[config.mk]
export PLATFORM = sky130hd
export DESIGN_NAME = sa_write_arbiter
export DESIGN_NICKNAME = d
export VERILOG_FILES = /design/src/rtl/sa_write_arbiter_pkg.sv /design/src/rtl/sa_grant_fifo.sv /design/src/rtl/sa_write_arbiter.sv
export SDC_FILE = /design/constraint.sdc
export NUM_CORES = 1
export LEC_CHECK = 0
export ABC_AREA = 1
export BUFFER_PORTS_ARGS = -buffer_cell sky130_fd_sc_hd__buf_2
export CORE_AREA = 2 2 98 100
export CTS_CLUSTER_DIAMETER = 200
export DETAILED_ROUTE_END_ITERATION = 16
export DIE_AREA = 0 0 100 102
export PLACE_DENSITY = 0.76
export REMOVE_ABC_BUFFERS = 1
export SYNTH_ARGS = -nofsm -noshare
export SYNTH_HDL_FRONTEND = slang
export SYNTH_SLANG_ARGS = --single-unit
[constraint.sdc]
create_clock -name ACLK_i -period 4.6 [get_ports ACLK_i]
set_clock_uncertainty 0.15 [all_clocks]
set_input_delay 0.23 -clock ACLK_i [delete_from_list [all_inputs] [get_ports ACLK_i]]
set_output_delay 0.23 -clock ACLK_i [all_outputs]
set_load 0.02 [all_outputs]
[src/rtl/sa_write_arbiter_pkg.sv]
// Shared interconnect definitions for the slave-side write arbiter: AXI field
// widths, master-index width helper and the master-index type.
package sa_write_arbiter_pkg;

   localparam int MST_AMT_DEF           = 2;
   localparam int TRANS_MST_ID_W_DEF    = 5;
   localparam int TRANS_BURST_W_DEF     = 2;
   localparam int TRANS_DATA_LEN_W_DEF  = 3;
   localparam int TRANS_DATA_SIZE_W_DEF = 3;

   // Index width for n masters; a single master still needs one bit.
   function automatic int idx_width(input int n);
      return (n > 1) ? $clog2(n) : 1;
   endfunction

   localparam int MST_ID_W_DEF = idx_width(MST_AMT_DEF);

   typedef logic [MST_ID_W_DEF-1:0] mst_idx_t;

endpackage

[src/rtl/sa_grant_fifo.sv]
// In-order FIFO of granted master indices; the head selects the W source.
module sa_grant_fifo
   import sa_write_arbiter_pkg::*;
#(
   parameter int DEPTH = 4,
   parameter int W     = 1
) (
   input  logic         clk,
   input  logic         rst_n,
   input  logic         push,
   input  logic         pop,
   input  logic [W-1:0] din,
   output logic         full,
   output logic         empty,
   output logic [W-1:0] head
);

   localparam int PW = $clog2(DEPTH);

   logic [W-1:0] mem_r [DEPTH];
   logic [PW:0]  wr_ptr_r;
   logic [PW:0]  rd_ptr_r;

   // Pointers carry an extra wrap bit so full and empty are distinguishable.
   assign empty = (wr_ptr_r == rd_ptr_r);
   assign full  = (wr_ptr_r[PW] != rd_ptr_r[PW]) && (wr_ptr_r[PW-1:0] == rd_ptr_r[PW-1:0]);
   assign head  = mem_r[rd_ptr_r[PW-1:0]];

   // Storage and pointer update.
   always_ff @(posedge clk or negedge rst_n) begin
      if (!rst_n) begin
         wr_ptr_r <= '0;
         rd_ptr_r <= '0;
         for (int i = 0; i < DEPTH; i++) begin
            mem_r[i] <= '0;
         end
      end else begin
         if (push && !full) begin
            mem_r[wr_ptr_r[PW-1:0]] <= din;
            wr_ptr_r                <= wr_ptr_r + (PW+1)'(1);
         end
         if (pop && !empty) begin
            rd_ptr_r <= rd_ptr_r + (PW+1)'(1);
         end
      end
   end

endmodule

[src/rtl/sa_write_arbiter.sv]
// Slave-side AW arbiter with one-entry AW register and grant-FIFO W steering.
// Optional macro SA_WRITE_RR_ARB_EN selects round-robin instead of fixed priority.
module sa_write_arbiter
   import sa_write_arbiter_pkg::*;
#(
   parameter int MST_AMT           = MST_AMT_DEF,
   parameter int W_FIFO_DEPTH      = 4,
   parameter int DATA_WIDTH        = 32,
   parameter int ADDR_WIDTH        = 32,
   parameter int TRANS_MST_ID_W    = TRANS_MST_ID_W_DEF,
   parameter int TRANS_BURST_W     = TRANS_BURST_W_DEF,
   parameter int TRANS_DATA_LEN_W  = TRANS_DATA_LEN_W_DEF,
   parameter int TRANS_DATA_SIZE_W = TRANS_DATA_SIZE_W_DEF,
   parameter int MST_ID_W          = idx_width(MST_AMT),
   parameter int TRANS_SLV_ID_W    = TRANS_MST_ID_W + MST_ID_W
) (
   input  logic                                  ACLK_i,
   input  logic                                  ARESETn_i,
   input  logic [TRANS_MST_ID_W*MST_AMT-1:0]     dsp_AWID_i,
   input  logic [ADDR_WIDTH*MST_AMT-1:0]         dsp_AWADDR_i,
   input  logic [TRANS_BURST_W*MST_AMT-1:0]      dsp_AWBURST_i,
   input  logic [TRANS_DATA_LEN_W*MST_AMT-1:0]   dsp_AWLEN_i,
   input  logic [TRANS_DATA_SIZE_W*MST_AMT-1:0]  dsp_AWSIZE_i,
   input  logic [MST_AMT-1:0]                    dsp_AWVALID_i,
   input  logic [MST_AMT-1:0]                    dsp_AW_outst_full_i,
   output logic [MST_AMT-1:0]                    dsp_AWREADY_o,
   input  logic [DATA_WIDTH*MST_AMT-1:0]         dsp_WDATA_i,
   input  logic [MST_AMT-1:0]                    dsp_WLAST_i,
   input  logic [MST_AMT-1:0]                    dsp_WVALID_i,
   input  logic [MST_AMT-1:0]                    dsp_WDATA_sel_i,
   output logic [MST_AMT-1:0]                    dsp_WREADY_o,
   output logic [TRANS_SLV_ID_W-1:0]             s_AWID_o,
   output logic [ADDR_WIDTH-1:0]                 s_AWADDR_o,
   output logic [TRANS_BURST_W-1:0]              s_AWBURST_o,
   output logic [TRANS_DATA_LEN_W-1:0]           s_AWLEN_o,
   output logic [TRANS_DATA_SIZE_W-1:0]          s_AWSIZE_o,
   output logic                                  s_AWVALID_o,
   input  logic                                  s_AWREADY_i,
   output logic [DATA_WIDTH-1:0]                 s_WDATA_o,
   output logic                                  s_WLAST_o,
   output logic                                  s_WVALID_o,
   input  logic                                  s_WREADY_i
);

   logic [MST_AMT-1:0]  eligible_s;
   logic [MST_ID_W-1:0] search_base_s;
   logic [MST_ID_W-1:0] winner_s;
   logic                found_s;
   logic                accept_s;
   logic                fifo_full_s;
   logic                fifo_empty_s;
   logic [MST_ID_W-1:0] head_s;
   logic                pop_s;

   assign eligible_s = dsp_AWVALID_i & ~dsp_AW_outst_full_i;

`ifdef SA_WRITE_RR_ARB_EN
   logic [MST_ID_W-1:0] rr_ptr_r;

   // Round-robin pointer moves past the most recent winner.
   always_ff @(posedge ACLK_i or negedge ARESETn_i) begin
      if (!ARESETn_i) begin
         rr_ptr_r <= '0;
      end else if (accept_s) begin
         rr_ptr_r <= (int'(winner_s) + 1 >= MST_AMT) ? '0 : winner_s + MST_ID_W'(1);
      end
   end

   assign search_base_s = rr_ptr_r;
`else
   assign search_base_s = '0;
`endif

   // First eligible master found searching upward from the base (wrapping).
   always_comb begin
      found_s  = 1'b0;
      winner_s = '0;
      for (int k = 0; k < MST_AMT; k++) begin
         int sum;
         int idx;
         sum = int'(search_base_s) + k;
         idx = (sum >= MST_AMT) ? sum - MST_AMT : sum;
         if (!found_s && eligible_s[idx]) begin
            found_s  = 1'b1;
            winner_s = MST_ID_W'(idx);
         end else begin
            found_s  = found_s;
         end
      end
   end

   // Full FIFO blocks even on a pop cycle so push never depends on the W path.
   assign accept_s = ARESETn_i & found_s & ~fifo_full_s & (~s_AWVALID_o | s_AWREADY_i);

   // One-hot AW accept towards the winning dispatcher.
   always_comb begin
      dsp_AWREADY_o = '0;
      if (accept_s) begin
         dsp_AWREADY_o[winner_s] = 1'b1;
      end else begin
         dsp_AWREADY_o = '0;
      end
   end

   // AW output register: loads on accept, clears valid after the slave takes it.
   always_ff @(posedge ACLK_i or negedge ARESETn_i) begin
      if (!ARESETn_i) begin
         s_AWVALID_o <= 1'b0;
         s_AWID_o    <= '0;
         s_AWADDR_o  <= '0;
         s_AWBURST_o <= '0;
         s_AWLEN_o   <= '0;
         s_AWSIZE_o  <= '0;
      end else if (accept_s) begin
         s_AWVALID_o <= 1'b1;
         s_AWID_o    <= {winner_s, dsp_AWID_i[int'(winner_s)*TRANS_MST_ID_W +: TRANS_MST_ID_W]};
         s_AWADDR_o  <= dsp_AWADDR_i[int'(winner_s)*ADDR_WIDTH +: ADDR_WIDTH];
         s_AWBURST_o <= dsp_AWBURST_i[int'(winner_s)*TRANS_BURST_W +: TRANS_BURST_W];
         s_AWLEN_o   <= dsp_AWLEN_i[int'(winner_s)*TRANS_DATA_LEN_W +: TRANS_DATA_LEN_W];
         s_AWSIZE_o  <= dsp_AWSIZE_i[int'(winner_s)*TRANS_DATA_SIZE_W +: TRANS_DATA_SIZE_W];
      end else if (s_AWVALID_o && s_AWREADY_i) begin
         s_AWVALID_o <= 1'b0;
      end
   end

   sa_grant_fifo #(
      .DEPTH (W_FIFO_DEPTH),
      .W     (MST_ID_W)
   ) u_grant_fifo (
      .clk   (ACLK_i),
      .rst_n (ARESETn_i),
      .push  (accept_s),
      .pop   (pop_s),
      .din   (winner_s),
      .full  (fifo_full_s),
      .empty (fifo_empty_s),
      .head  (head_s)
   );

   assign s_WVALID_o = ~fifo_empty_s & dsp_WVALID_i[head_s] & dsp_WDATA_sel_i[head_s];
   assign s_WDATA_o  = dsp_WDATA_i[int'(head_s)*DATA_WIDTH +: DATA_WIDTH];
   assign s_WLAST_o  = dsp_WLAST_i[head_s];
   assign pop_s      = s_WVALID_o & s_WREADY_i & s_WLAST_o;

   // W ready is returned only to the FIFO-head master.
   always_comb begin
      dsp_WREADY_o = '0;
      if (!fifo_empty_s) begin
         dsp_WREADY_o[head_s] = s_WREADY_i & dsp_WDATA_sel_i[head_s];
      end else begin
         dsp_WREADY_o = '0;
      end
   end

endmodule

=== Word level (Yosys, flattened, before mapping) ===
Cells that the tools add are included.

* Flip-flop bits (word level): 57
* Output and inout port bits: 85
* Word-level logic and storage cells: 84
* Input bits: 168

* Reduce and logical (&&, ||, !) cells: 12
* Multiply operators: 2
* Equal/unequal tests: 3
* Shift-type cells: 6
* Multiplexer cells: 23
* Add/subtract/negate cells: 2
* Order comparisons: 7
* Bitwise logic cells: 17

{| class="wikitable"
|+ Operators by type and width
! cell !! count
|-
| $shiftx A64 B7 Y32 || 2
|-
| $shiftx A6 B32 Y3 || 1
|-
| $mux W1 || 16
|-
| $shiftx A10 B5 Y5 || 1
|-
| $and A1 B1 Y1 || 8
|-
| $logic_and A1 B1 Y1 || 8
|-
| $add A3 B1 Y3 const B || 2
|-
| $ge A3 B3 Y1 const B || 2
|-
| $not A2 Y3 || 2
|-
| $shiftx A6 B4 Y3 || 1
|-
| $and A2 B2 Y2 || 2
|-
| $bwmux W4 || 1
|-
| $lt A1 B2 Y1 const B || 2
|-
| $mul A1 B3 Y4 const B || 1
|-
| $mux W2 || 2
|-
| $shiftx A4 B3 Y2 || 1
|-
| $eq A3 B3 Y1 || 1
|-
| $logic_not A1 Y1 || 3
|-
| $lt A3 B1 Y1 const B || 1
|-
| $mul A1 B2 Y3 const B || 1
|-
| $not A1 Y1 || 3
|-
| $bmux W1 S2 || 1
|-
| $demux W1 S1 || 2
|-
| $demux W1 S2 || 1
|-
| 6 further kinds || 7
|}

=== Longest topological paths before layout ===
* Depth in word-level cells: 11
* Gate-level depth with buffers: 10
* Gate-level depth less buffers: 10

=== Cells and area by module ===
A second synthesis with hierarchy kept.

* Cells, all modules: 561
* Area total of the unflattened synthesis: 3,569.7 um^2

{| class="wikitable"
|+ Modules (own cells, without submodules)
! module !! seq. area each (um^2) !! area each (um^2) !! cells each !! times used
|-
| sa_write_arbiter || 1,176.1 || 2,957.8 || 485 || 1
|-
| sa_grant_fifo || 250.2 || 611.8 || 76 || 1
|}

=== Worst setup path before layout ===
No wires, ideal clock.

* Kind: register -> output
* From: reg u_grant_fifo.rd_ptr_r[0]
* To: out s_WVALID_o
* Slack: 2.802 ns
* Arrival: 1.418 ns
* Required time: 4.220 ns
* Path buffers: 0
* Cell stages (with the launch flop): 8
* Path through: dfrtp_1 inv_1 nand2_1 nand3_2 nand2_4 nand2_1 nand2_1 nor3b_1

* Word-level cells in the longest chain between the ends: 8
* Elaborated cells on any way between the ends: 12
* Classes of those cells: eq/ne (1); mux (7); bitwise (4)

{| class="wikitable"
|+ Ends and longest elaborated chain
! element !! line !! source
|-
| start, declared || sa_grant_fifo.sv:22 || <nowiki>logic [PW:0] rd_ptr_r;</nowiki>
|-
| start signal, assigned || sa_grant_fifo.sv:43 || <nowiki>rd_ptr_r <= rd_ptr_r + (PW+1)'(1);</nowiki>
|-
| $not A2 Y3 (implied by the code) || sa_grant_fifo.sv:27 || <nowiki>assign head = mem_r[rd_ptr_r[PW-1:0]];</nowiki>
|-
| $bmux W1 S2 || sa_grant_fifo.sv:27 ||
|-
| $mux W1 (implied by the code) (2 in a row) || sa_grant_fifo.sv:27 ||
|-
| $mux W1 (implied by the code) (2 in a row) || sa_write_arbiter.sv:140 || <nowiki>assign s_WVALID_o = ~fifo_empty_s & dsp_WVALID_i[head_s] & dsp_WDATA_sel_i[head_s];</nowiki>
|-
| $and A1 B1 Y1 || sa_write_arbiter.sv:140 ||
|-
| $and A1 B1 Y1 (*) || sa_write_arbiter.sv:140 ||
|-
| end, declared || sa_write_arbiter.sv:41 || <nowiki>output logic s_WVALID_o,</nowiki>
|}

Mark *: on every way between the ends. The rest lies on a longest branch, timed or not. The select of a mux whose other input is x is not followed.

=== Worst setup path after layout ===
* From: in ARESETn_i
* To: out dsp_AWREADY_o[0]

* Word-level cells in the longest chain between the ends: 4

{| class="wikitable"
|+ Ends and longest elaborated chain
! element !! line !! source
|-
| start, declared || sa_write_arbiter.sv:18 || <nowiki>input logic ARESETn_i,</nowiki>
|-
| $and A1 B1 Y1 (3 in a row) || sa_write_arbiter.sv:93 || <nowiki>assign accept_s = ARESETn_i & found_s & ~fifo_full_s & (~s_AWVALID_o | s_AWREADY_i);</nowiki>
|-
| $mux W2 || sa_write_arbiter.sv:98 || <nowiki>if (accept_s) begin</nowiki>
|-
| end, declared || sa_write_arbiter.sv:26 || <nowiki>output logic [MST_AMT-1:0] dsp_AWREADY_o,</nowiki>
|}

Every way passes these cells.

==> reports/results.ini <==
[status]
status = complete, no violations

[cts]
path_clk_slew_ps = 70
clkLatencyLatePin_ps = 320
clock_sinks = 57
cts_tree = done
cts.htree.levels = 3
hold_buffers = 1
post_cts_resized = 0
clock_path_buffers = 2
cts_setup_buffers = 0
cts_root_buf = clkbuf_8
cts_buffers = 9

[timing]
fin_crit_sh_pct = 63.1
timing.fmax_ghz = 0.344
rsz0062_at_grt = no
hold_violations = 0
setup_ws_ps = 1700
setup_viol = 0
fin_crit_ps = 2900
tns_ps = 0
drv_slew = 0
tightest_slew_ps = 980
max_slew_margin_pct = 34.6

[critical_path]
r2r_cells = 6
crit_path_end_kind = output port
start_kind = primary input
worst-path-buf-inv = 4
crit_chain = dlygate4sd3_1 > buf_2 > a21boi_0 > nand3_2 > buf_4 > nor2_1 > buf_2
cp_slowest_cell = nand3_2
arrival_ps = 2520
worst_ep_required_time_ps = 4220
critPathMaxStageDelay_ps = 630
cp_common_cell = buf_2
r2r-start = u_grant_fifo.rd_ptr_r[1]$_DFFE_PN0P_
crit_family = buffers and inverters
crit_cells = 7
r2r_slack_ps = 1870
path_class = in -> out
endpoint = dsp_AWREADY_o[0]
cp-startpoint = ARESETn_i
rr_endpoint = u_grant_fifo.mem_r[2]$_DFFE_PN0P_
cp_max_fo = 38

[pwr]
combPwrFrac_pct = 57.0
peakVddDrop_uv = 297
swShare_pct = 49.4
p_per_area_nw_per_um2 = 654
clockPowerShare_pct = 15.7
cellInternalPower_mw = 1.64
pwr-share-seq_pct = 27.2
p_sw_mw = 1.60
power_leakage_nw = 3.23

[grt]
grt_pass1_vias = 3671
grt_max_degree = 58
grt_pass1_wl_mm = 17.5
globalRouteTotalUtil_pct = 22.0
grt_overflow = 0
grt_antenna_before_repair = 0

[layout]
multi_input_area_um2 = 1800
final_cell_mix = 401 x nand2_1, 252 x buf_2, 57 x dfrtp_1
regArea_um2 = 1430
layout-drive-gt1-share_pct = 35.5
synthToLayoutAreaGrowth_pct = 43.1
layout_commonest_cell = nand2_1
fillers = 982
final_util_pct = 54.4
nets = 959
num_antenna_cells = 0

[drt]
wl_per_cell_um = 12.4
firstDrtPassIters = 4
viasPerCell = 4.48
num_vias = 4037
drc = 0
dr.first_iter.drc_count = 172
finalWirelength_mm = 11.2
antenna_left = 0

[yosys]
synthesis.area_um2 = 3460
synth_xor_area_share_pct = 1.01
synthCells = 547
ys_ff_latch = 57
synth.distinct_cells = 21
synth_top_family_by_area = simple AND/OR/NAND/NOR gates
yosysWarnings = 0
synth-adder-area-share_pct = 1.81
muxShareOfSynthArea_pct = 0
synth_compound_area_share_pct = 1.08
synth_sequential_area_ratio_pct = 41.2
yosys.area_share.simple_pct = 48.0
avgSynthCellArea_um2 = 6.32

[place]
placement.io_buffers = 252
dp_hpwl_mm = 8.65
pre_cts_slack_ps = 1790
gp_congestion = 0.786

[die]
core_um2 = 9110
die-area_um2 = 10200
num_rows = 35
die_w_um = 100
start_util_pct = 38.0
io_pins = 253
die_h_um = 102

[job]
maxCapViolations = 0

[worst_hold_path]
hp-class = in -> reg

## worst reg2reg max path, stage by stage, from the launching register on
cell,delay (ps)
dfrtp_1,430
xnor2_1,170
nand3b_1,130
nand3_2,590
inv_2,910
nand3_1,160
nand2_1,110
## final cells by class
class | instances | share of cell area, %
multi-input combinational | 442 | 36.4
sequential | 57 | 28.8
inverter | 21 | 1.59
clock buffer | 11 | 2.85
tap | 111 | 2.80
timing repair buffer | 255 | 26.0
clock inverter | 5 | 1.59
## power groups by stage
stage | combinational, mW | sequential (mW) | clock [mW]
floorplan | 0.908 | 1.13 | 0
global placement | 1.86 | 0.885 | 0
detailed placement | 1.87 | 0.883 | 0
CTS | 1.87 | 0.885 | 0.521
global route | 2.04 | 0.916 | 0.541
finish | 1.85 | 0.882 | 0.510
## flip-flops by register name, summed over array words and instances, names as in the netlist
| register | flops |
|---|---|
| u_grant_fifo.rd_ptr_r | 3 |
| s_AWBURST_o | 2 |
| u_grant_fifo.mem_r | 4 |
| s_AWADDR_o | 32 |
| s_AWLEN_o | 3 |
| s_AWID_o | 6 |
| u_grant_fifo.wr_ptr_r | 3 |
| s_AWVALID_o | 1 |
| s_AWSIZE_o | 3 |
## routing by layer
layer / GRT usage (%) / vias to the layer above / share of wire, %
met4: 9.17 / 0 / 2.7
met3: 4.17 / 20 / 8.2
li1: - / 2107 / -
met1: 25.2 / 1725 / 39
met5: 0 / - / 0
met2: 40.4 / 185 / 50
## worst min path at each step
stage,start,to,slack [ps],depth (start not counted)
floorplan,ARESETn_i,s_AWADDR_o[0]$_DFFE_PN0N_,-220,0
global placement,s_AWADDR_o[5]$_DFFE_PN0N_,s_AWADDR_o[5]$_DFFE_PN0N_,310,2
detailed placement,s_AWBURST_o[1]$_DFFE_PN0N_,s_AWBURST_o[1]$_DFFE_PN0N_,310,2
CTS,dsp_AWADDR_i[48],s_AWADDR_o[16]$_DFFE_PN0N_,20,5
global route,dsp_AWADDR_i[42],s_AWADDR_o[10]$_DFFE_PN0N_,50,5
finish,dsp_AWADDR_i[59],s_AWADDR_o[27]$_DFFE_PN0N_,30,5
## cell usage after synthesis (all sizes together)
master  number  share of area, %
nand3b       3              0.65
nor2         6              0.87
buf         21               3.9
nand3       12               2.2
xnor2        2              0.51
nor3         2              0.29
clkbuf       6              0.65
o21ai        6              0.87
nand2      402                44
inv         21               2.3
nor3b        1              0.22
a21boi       1              0.22
ha           5               1.8
dfrtp       57                41
xor2         2              0.51
## logic make-up (layout without fill, tap and decap cells)
family	Yosys count	in the layout
flops	57	57
fa+ha+maj	5	5
compound gates	7	7
buf+inv	48	292
xor+xnor	4	4
simple gates	426	426
## through the flow
stage | instance area [um^2] | hold WS [ps] | instances | total power [mW]
after detailed placement | 4720 | 311 | 885 | 2.75
after floorplan | 3300 | -216 | 520 | 2.04
after global placement | 4720 | 307 | 885 | 2.74
after CTS | 4950 | 21.9 | 902 | 3.28
after global routing | 4950 | 48.6 | 902 | 3.50
final | 4950 | 34.7 | 902 | 3.24
(Power assumes the default switching activity.)
